$ cat src/rtl/cp0_pkg.sv
// Shared CP0 definitions: register numbers, ExcCode values and SR/Cause field positions.
package cp0_pkg;

  localparam logic [4:0] REG_COUNT   = 5'd9;
  localparam logic [4:0] REG_COMPARE = 5'd11;
  localparam logic [4:0] REG_SR      = 5'd12;
  localparam logic [4:0] REG_CAUSE   = 5'd13;
  localparam logic [4:0] REG_EPC     = 5'd14;
  localparam logic [4:0] REG_PRID    = 5'd15;

  localparam logic [4:0] EXC_INT  = 5'd0;
  localparam logic [4:0] EXC_ADEL = 5'd4;
  localparam logic [4:0] EXC_ADES = 5'd5;
  localparam logic [4:0] EXC_RI   = 5'd10;
  localparam logic [4:0] EXC_OV   = 5'd12;

  localparam int SR_IE     = 0;
  localparam int SR_EXL    = 1;
  localparam int IM_LO     = 10;
  localparam int IM_HI     = 15;
  localparam int CAUSE_EXC = 2;
  localparam int CAUSE_BD  = 31;

  typedef struct packed {
    logic [5:0] im;
    logic       exl;
    logic       ie;
  } sr_t;

  typedef struct packed {
    logic       bd;
    logic [5:0] ip;
    logic [4:0] excCode;
  } cause_t;

  function automatic logic [31:0] packSr(sr_t s);
    logic [31:0] r;
    r = '0;
    r[IM_HI:IM_LO] = s.im;
    r[SR_EXL]      = s.exl;
    r[SR_IE]       = s.ie;
    return r;
  endfunction

  function automatic logic [31:0] packCause(cause_t c);
    logic [31:0] r;
    r = '0;
    r[CAUSE_BD]                  = c.bd;
    r[IM_HI:IM_LO]               = c.ip;
    r[CAUSE_EXC+4:CAUSE_EXC]     = c.excCode;
    return r;
  endfunction

endpackage

$ cat src/rtl/cp0_timer.sv
// CP0 Count/Compare timer with sticky match flag; only built when CP0_TIMER_EN is defined.
`ifdef CP0_TIMER_EN
module cp0_timer
  import cp0_pkg::*;
(
  input  logic        clk,
  input  logic        reset_n,
  input  logic        wrEn,
  input  logic [4:0]  addr,
  input  logic [31:0] wdata,
  output logic [31:0] count,
  output logic [31:0] compare,
  output logic        timerPend
);

  logic wrCount, wrCompare;
  assign wrCount   = wrEn && (addr == REG_COUNT);
  assign wrCompare = wrEn && (addr == REG_COMPARE);

  always_ff @(posedge clk or negedge reset_n) begin
    if (!reset_n) begin
      count     <= '0;
      compare   <= '0;
      timerPend <= 1'b0;
    end else begin
      count <= wrCount ? wdata : count + 32'd1;
      if (wrCompare) compare <= wdata;
      // Rewriting Compare acknowledges the timer even if it matches this cycle.
      if (wrCompare)               timerPend <= 1'b0;
      else if (count == compare)   timerPend <= 1'b1;
    end
  end

endmodule
`endif

$ cat src/rtl/cp0_exc_ctrl.sv
// CP0 exception/interrupt controller at M stage: SR/Cause/EPC/PRId, arbitration, mfc0/mtc0, eret.
// Optional Count/Compare timer enabled by defining CP0_TIMER_EN.
module cp0_exc_ctrl
  import cp0_pkg::*;
#(
  parameter logic [31:0] PRID       = 32'h0000_2019,
  parameter logic [31:0] HANDLER_PC = 32'h0000_4180
) (
  input  logic        clk,
  input  logic        reset_n,
  input  logic [31:0] pc_m,
  input  logic        bd_m,
  input  logic        exc_in,
  input  logic [4:0]  exc_code,
  input  logic [5:0]  hw_int,
  input  logic        we,
  input  logic [4:0]  addr,
  input  logic [31:0] wdata,
  input  logic        eret,
  output logic [31:0] rdata,
  output logic        req,
  output logic [31:0] epc,
  output logic [31:0] handler_pc,
  output logic        exl
);

  sr_t         sr;
  cause_t      cause;
  logic [31:0] epcReg;
  logic        intPend, excPend, wrEn;
  logic [31:0] countVal, compareVal;
  logic        timerPend;

  assign intPend    = (|(cause.ip & sr.im)) & sr.ie & ~sr.exl;
  assign excPend    = exc_in & ~sr.exl;
  assign req        = intPend | excPend;
  assign wrEn       = we & ~req;
  assign epc        = epcReg;
  assign exl        = sr.exl;
  assign handler_pc = HANDLER_PC;

`ifdef CP0_TIMER_EN
  cp0_timer u_timer (
    .clk       (clk),
    .reset_n   (reset_n),
    .wrEn      (wrEn),
    .addr      (addr),
    .wdata     (wdata),
    .count     (countVal),
    .compare   (compareVal),
    .timerPend (timerPend)
  );
`else
  assign countVal   = '0;
  assign compareVal = '0;
  assign timerPend  = 1'b0;
`endif

  // NOTE: all state updates use non-blocking assignments so later statements in
  // this block see pre-edge values and the priority order below is purely by
  // statement position (mtc0, then eret, then req).
  always_ff @(posedge clk or negedge reset_n) begin
    if (!reset_n) begin
      sr     <= '0;
      cause  <= '0;
      epcReg <= '0;
    end else begin
      cause.ip <= {hw_int[5] | timerPend, hw_int[4:0]};
      if (wrEn && addr == REG_SR) begin
        sr.im  <= wdata[IM_HI:IM_LO];
        sr.exl <= wdata[SR_EXL];
        sr.ie  <= wdata[SR_IE];
      end
      if (wrEn && addr == REG_EPC) epcReg <= wdata;
      if (eret && sr.exl) sr.exl <= 1'b0;
      if (req) begin
        sr.exl        <= 1'b1;
        cause.excCode <= intPend ? EXC_INT : exc_code;
        cause.bd      <= bd_m;
        epcReg        <= bd_m ? pc_m - 32'd4 : pc_m;
      end
    end
  end

  // NOTE: rdata gets a default before the case so no path leaves it unassigned
  // (which would infer a latch); unmapped registers read as zero.
  always_comb begin
    rdata = '0;
    case (addr)
      REG_SR:      rdata = packSr(sr);
      REG_CAUSE:   rdata = packCause(cause);
      REG_EPC:     rdata = epcReg;
      REG_PRID:    rdata = PRID;
      REG_COUNT:   rdata = countVal;
      REG_COMPARE: rdata = compareVal;
      default:     rdata = '0;
    endcase
  end

endmodule

$ cat config.mk
export PLATFORM = sky130hd
export DESIGN_NAME = cp0_exc_ctrl
export DESIGN_NICKNAME = d
export VERILOG_FILES = /design/src/rtl/cp0_pkg.sv /design/src/rtl/cp0_timer.sv /design/src/rtl/cp0_exc_ctrl.sv
export SDC_FILE = /design/constraint.sdc
export NUM_CORES = 1
export LEC_CHECK = 0
export CAP_MARGIN = 20
export CORE_ASPECT_RATIO = 1.2
export CORE_MARGIN = 2
export CORE_UTILIZATION = 40
export DETAILED_ROUTE_END_ITERATION = 6
export PLACE_DENSITY = 0.84
export SLEW_MARGIN = 20
export SYNTH_ARGS = -nofsm -noshare
export SYNTH_HDL_FRONTEND = slang
export SYNTH_SLANG_ARGS = --single-unit
$ cat constraint.sdc
create_clock -name clk -period 2.2 [get_ports clk]
set_clock_uncertainty 0.2 [all_clocks]
set_input_delay 0.22 -clock clk [delete_from_list [all_inputs] [get_ports clk]]
set_output_delay 0.22 -clock clk [all_outputs]
set_load 0.03 [all_outputs]
## Yosys cells after proc, flatten, opt, wreduce, memory -nomap -nowiden

Cells that the tools add are included.

- Bits in registers: 52
- Bits of input ports: 86
- Output and inout port bits: 98
- Word-level logic and storage cells: 34

- $add $sub $neg: 1
- Equality and inequality tests: 4
- Mux-type cells: 8
- Bitwise logic cells: 8
- Reductions and logical operators: 6

Operator list:

| cell | count |
|---|---|
| $pmux W32 S4 | 1 |
| $mux W32 | 3 |
| $sub A32 B3 Y32 const B | 1 |
| $eq A5 B4 Y1 const B | 4 |
| $and A6 B6 Y6 | 1 |
| $reduce_or A6 Y1 | 1 |
| $mux W5 | 1 |
| $and A1 B1 Y1 | 4 |
| $logic_and A1 B1 Y1 | 3 |
| $reduce_bool A3 Y1 | 1 |
| $mux W1 | 2 |
| $mux W2 | 1 |
| $not A1 Y1 | 2 |
| $reduce_bool A2 Y1 | 1 |
| $or A1 B1 Y1 | 1 |

## Longest topological paths before layout

Gate-level depths: netlist of the first run.

- Word-level depth: 11
- Gate-level depth with buffers: 7
- Depth with buffers taken out: 7

## Worst setup path before layout of the first run

OpenSTA, ideal clock, no wires.

- Path kind: input to register
- Start point: input port addr[4]
- End point: register sr[0] (netlist bit)
- Setup time: 125 ps
- Data arrival time: 1,665 ps
- Data required time: 1,875 ps
- Slack: 210 ps
- Stages on the path: 4
- Path buffers: 0
- Cell sequence: nand3b_1 or4b_1 nor2_2 mux2_2

- Longest elaborated chain between the ends: 2

Ends and longest elaborated chain:

| item | RTL line | source |
|---|---|---|
| from (decl) | cp0_exc_ctrl.sv:17 | `input logic [4:0] addr,` |
| $eq A5 B4 Y1 | cp0_exc_ctrl.sv:69 | `if (wrEn && addr == REG_SR) begin` |
| $logic_and A1 B1 Y1 | cp0_exc_ctrl.sv:69 |  |
| to (decl) | cp0_exc_ctrl.sv:27 | `sr_t sr;` |

Every way passes these cells.
A chain may end at the register's enable or synchronous reset.

## Final worst setup path of the first run

- Start point: input port pc_m[6]
- End point: register epcReg[16] (netlist: epc[16])

- Longest elaborated chain between the ends: 3

Ends and longest elaborated chain:

| item | RTL line | source |
|---|---|---|
| from (decl) | cp0_exc_ctrl.sv:11 | `input logic [31:0] pc_m,` |
| $sub A32 B3 Y32 | cp0_exc_ctrl.sv:80 | `epcReg <= bd_m ? pc_m - 32'd4 : pc_m;` |
| $mux W32 | cp0_exc_ctrl.sv:80 |  |
| $mux W32 | cp0_exc_ctrl.sv:76 | `if (req) begin` |
| to (signal assigned) | cp0_exc_ctrl.sv:74 | `if (wrEn && addr == REG_EPC) epcReg <= wdata;` |
| to (signal assigned) | cp0_exc_ctrl.sv:80 |  |
| to (decl) | cp0_exc_ctrl.sv:29 | `logic [31:0] epcReg;` |

Every way passes these cells.

==> impl_metrics.py, run 1 <==
metrics = {
    "min_path": {
        "holdPathEnd": "cause[9]",
        "hp-class": "input port to register",
        "min_path_cells": 1,
        "min-delay-start": "hw_int[4]",
    },
    "die": {
        "die_area_mm2": 0.00955,
        "rows": 37,
        "die_w_um": 89.6,
        "ios": 184,
        "start_util_pct": 41.0,
        "coreArea_mm2": 0.00856,
        "die_h_um": 107,
    },
    "sta": {
        "finalMaxSlewViolations": 0,
        "setup_viol": 0,
        "relSlewSlack_pct": 57.3,
        "period_share_pct": 96.5,
        "fin_ws_ps": 76.2,
        "rsz0062_at_grt": "false",
        "max_freq_ghz": 0.471,
        "fin_crit_ps": 2120,
        "hold_viol": 0,
        "worstMarginPinSlew_ps": 639,
    },
    "critical_path": {
        "crit_slowest_cell": "or4_4",
        "endpoint_kind": "register",
        "start_kind": "input port",
        "path_delay_family": "simple AND/OR/NAND/NOR gates",
        "reg2reg_depth": 7,
        "arrival_ps": 2100,
        "criticalPathCategory": "input port to register",
        "crit_buf_inv": 2,
        "path_cells": "clkdlybuf4s50_1 -> or4_4 -> nand4bb_4 -> buf_4 -> nor2_1 -> xnor2_1 -> mux2i_1",
        "timing.rr.end": "sr[0]",
        "cp_slowest_stage_delay_ps": 620,
        "reg2reg_slack_ps": 270,
        "r2r_start": "sr[4]",
        "critPathRequiredTime_ps": 2180,
        "path_max_fanout": 5,
    },
    "logic_synthesis": {
        "synth_fa_ha_area_share_pct": 0.356,
        "synth_top_cells_by_count": "mux2i_1, dfrtp_1, buf_4, nor2_1, nand2_1",
        "synth-edff-count": 0,
        "synth_top_family_by_area": "multiplexers",
        "synth_most_common_cell": "mux2i_1",
        "avgSynthCellArea_um2": 9.92,
        "syn_inst": 354,
        "yosysTopAreaCellShare_pct": 37.0,
        "synth_simple_gate_area_share_pct": 19.2,
        "postSynth.asyncResetShare_pct": 100,
        "ys.warnings.count": 0,
        "syn_area_mm2": 0.00351,
        "synth_ff_type": "dfrtp_1",
        "ys_top_cells_by_area": "dfrtp_1, mux2i_1, buf_4",
        "yosys.area.top_type": "dfrtp_1",
        "synth_xor_xnor_area_share_pct": 6.73,
        "ys_ff_latch": 52,
        "ys_seq_area_share_pct": 37.0,
        "synth_mux_area_share_pct": 19.3,
        "synth_cell_types": 45,
        "synth-compound-area-share_pct": 7.59,
    },
    "final_layout": {
        "regArea_mm2": 0.00130,
        "nNetsFinal": 628,
        "utilization_pct": 63.6,
        "multiInputGateArea_mm2": 0.00206,
        "fill_cells": 721,
        "final_layout_size_suffix_gt1_share_pct": 21.2,
        "syn_to_final_growth_pct": 55.1,
        "antenna_cells": 0,
        "layoutNonFillerInstCount": 659,
    },
    "cts": {
        "clk_pin_slew_ps": 100,
        "cts_tree": "built",
        "clockBufferDepth": 2,
        "cts_buffers": 5,
        "cts-root-buf": "clkbuf_8",
        "cts_max_level": 2,
        "clock_latency_ps": 290,
        "clock_sinks": 52,
    },
    "grt": {
        "met1_usage_pct": 24.4,
        "grt.overflow.total": 0,
        "grt_pass1_wl_um": 16100,
        "grt_antenna_before_repair": 0,
        "grt_util_met3_pct": 4.46,
        "grt_pass1_vias": 3402,
        "grt_max_degree": 30,
        "met2_usage_pct": 39.3,
        "grt_usage_pct": 21.4,
        "grt_busiest_layer": "met2",
    },
    "power": {
        "power_density_mw_per_mm2": 873,
        "p_seq_share_pct": 35.7,
        "p_comb_share_pct": 52.2,
        "switchingPower_mw": 2.03,
        "p_clk_share_pct": 12.1,
        "p_int_mw": 2.73,
        "p_leak_nw": 2.34,
        "ir_drop_mv": 0.501,
        "p_sw_share_pct": 42.6,
        "total_power_mw": 4.76,
    },
    "placement": {
        "io_buffers": 151,
        "hpwl_um": 8010,
        "routabilityCongestion": 0.873,
        "place_ws_ps": -310,
        "dp_cells": 647,
    },
    "routing": {
        "vias_per_cell": 4.85,
        "route.detailed.drc": 0,
        "antenna_left": 0,
        "post_drt_wl_per_cell_um": 15.5,
        "num_vias": 3199,
        "wl_um": 10200,
        "drtIter0Drc": 62,
        "dr.pass1.iters": 4,
    },
    "job": {
        "maxCapViolCount": 0,
    },
    "run_status": {
        "status": "finished clean",
    },
}
## final cells by class
| type | instances | share of cell area (%) |
|---|---|---|
| inverter | 4 | 0.276 |
| clock inverter | 2 | 0.276 |
| timing repair buffer | 198 | 33.5 |
| sequential | 52 | 23.9 |
| tap | 117 | 2.69 |
| multi-input combinational | 280 | 37.8 |
| clock buffer | 6 | 1.52 |
## how the worst max path moves through the flow
| stage | startpoint | end | slack, ps | cells past startpoint |
|---|---|---|---|---|
| final | pc_m[6] | epc[16] | 80 | 7 |
| after global routing | addr[0] | rdata[18] | 3 | 7 |
| after CTS | pc_m[8] | epc[20] | 10 | 6 |
| after detailed placement | pc_m[8] | epc[20] | -310 | 6 |
| after global placement | pc_m[8] | epc[20] | -230 | 6 |
| after floorplan | addr[4] | sr[0] | 210 | 4 |
## stage by stage
stage               hold WS (ps)  setup TNS, ps  area [µm²]
finish                       151              0        5450
detailed placement         -36.7          -5010        5260
CTS                          137              0        5370
floorplan                   -276              0        3630
global placement           -46.3          -3760        5260
global route                 127              0        5450
## state kept, by name (all words and copies together) (netlist names)
register,count
epc,32
cause,12
exl,1
sr,7
## layer usage
layer	up-vias	wire, µm
li1	1553	-
met1	1525	4070
met2	115	5460
met3	6	633
met4	0	54
met5	-	0
## cells in the final DEF, fill, tap and decap left out, drive strengths merged, types with 15 or more instances in the layout
master / n
o21ai: 15
and2: 18
clkdlybuf4s50: 116
nand2: 22
dfrtp: 52
conb: 32
xor2: 19
buf: 80
nor2: 28
mux2i: 60
## kinds of logic after synthesis
logic type | count (synthesis)
xor+xnor | 27
other cells | 2
compound gates | 42
mux | 67
simple gates | 111
flops | 52
fa+ha+maj | 1
buf+inv | 52
## what timing repair did
action	4_1_cts	5_1_grt
cloned	0	1
endpoints found under the setup margin	19	30
hold buffers	1	0
pin swaps	0	5
resized for setup	2	14
hold endpoints to repair	37	0
buffers inserted	0	2
## power groups by stage
stage	sequential [mW]	clock, mW	combinational [mW]
after floorplan	2.22	0	0.846
after global routing	1.75	0.639	2.67
after detailed placement	1.70	0	2.48
after global placement	1.68	0	2.42
after CTS	1.69	0.597	2.48
final	1.70	0.576	2.49
(Power assumes the default switching activity.)
==> run 2, diff against run 1 <==
- GPL_ROUTABILITY_DRIVEN: default -> 0
==> results of run 2 <==
No change in the layout: final DEF, timing and power equal those of run 1.
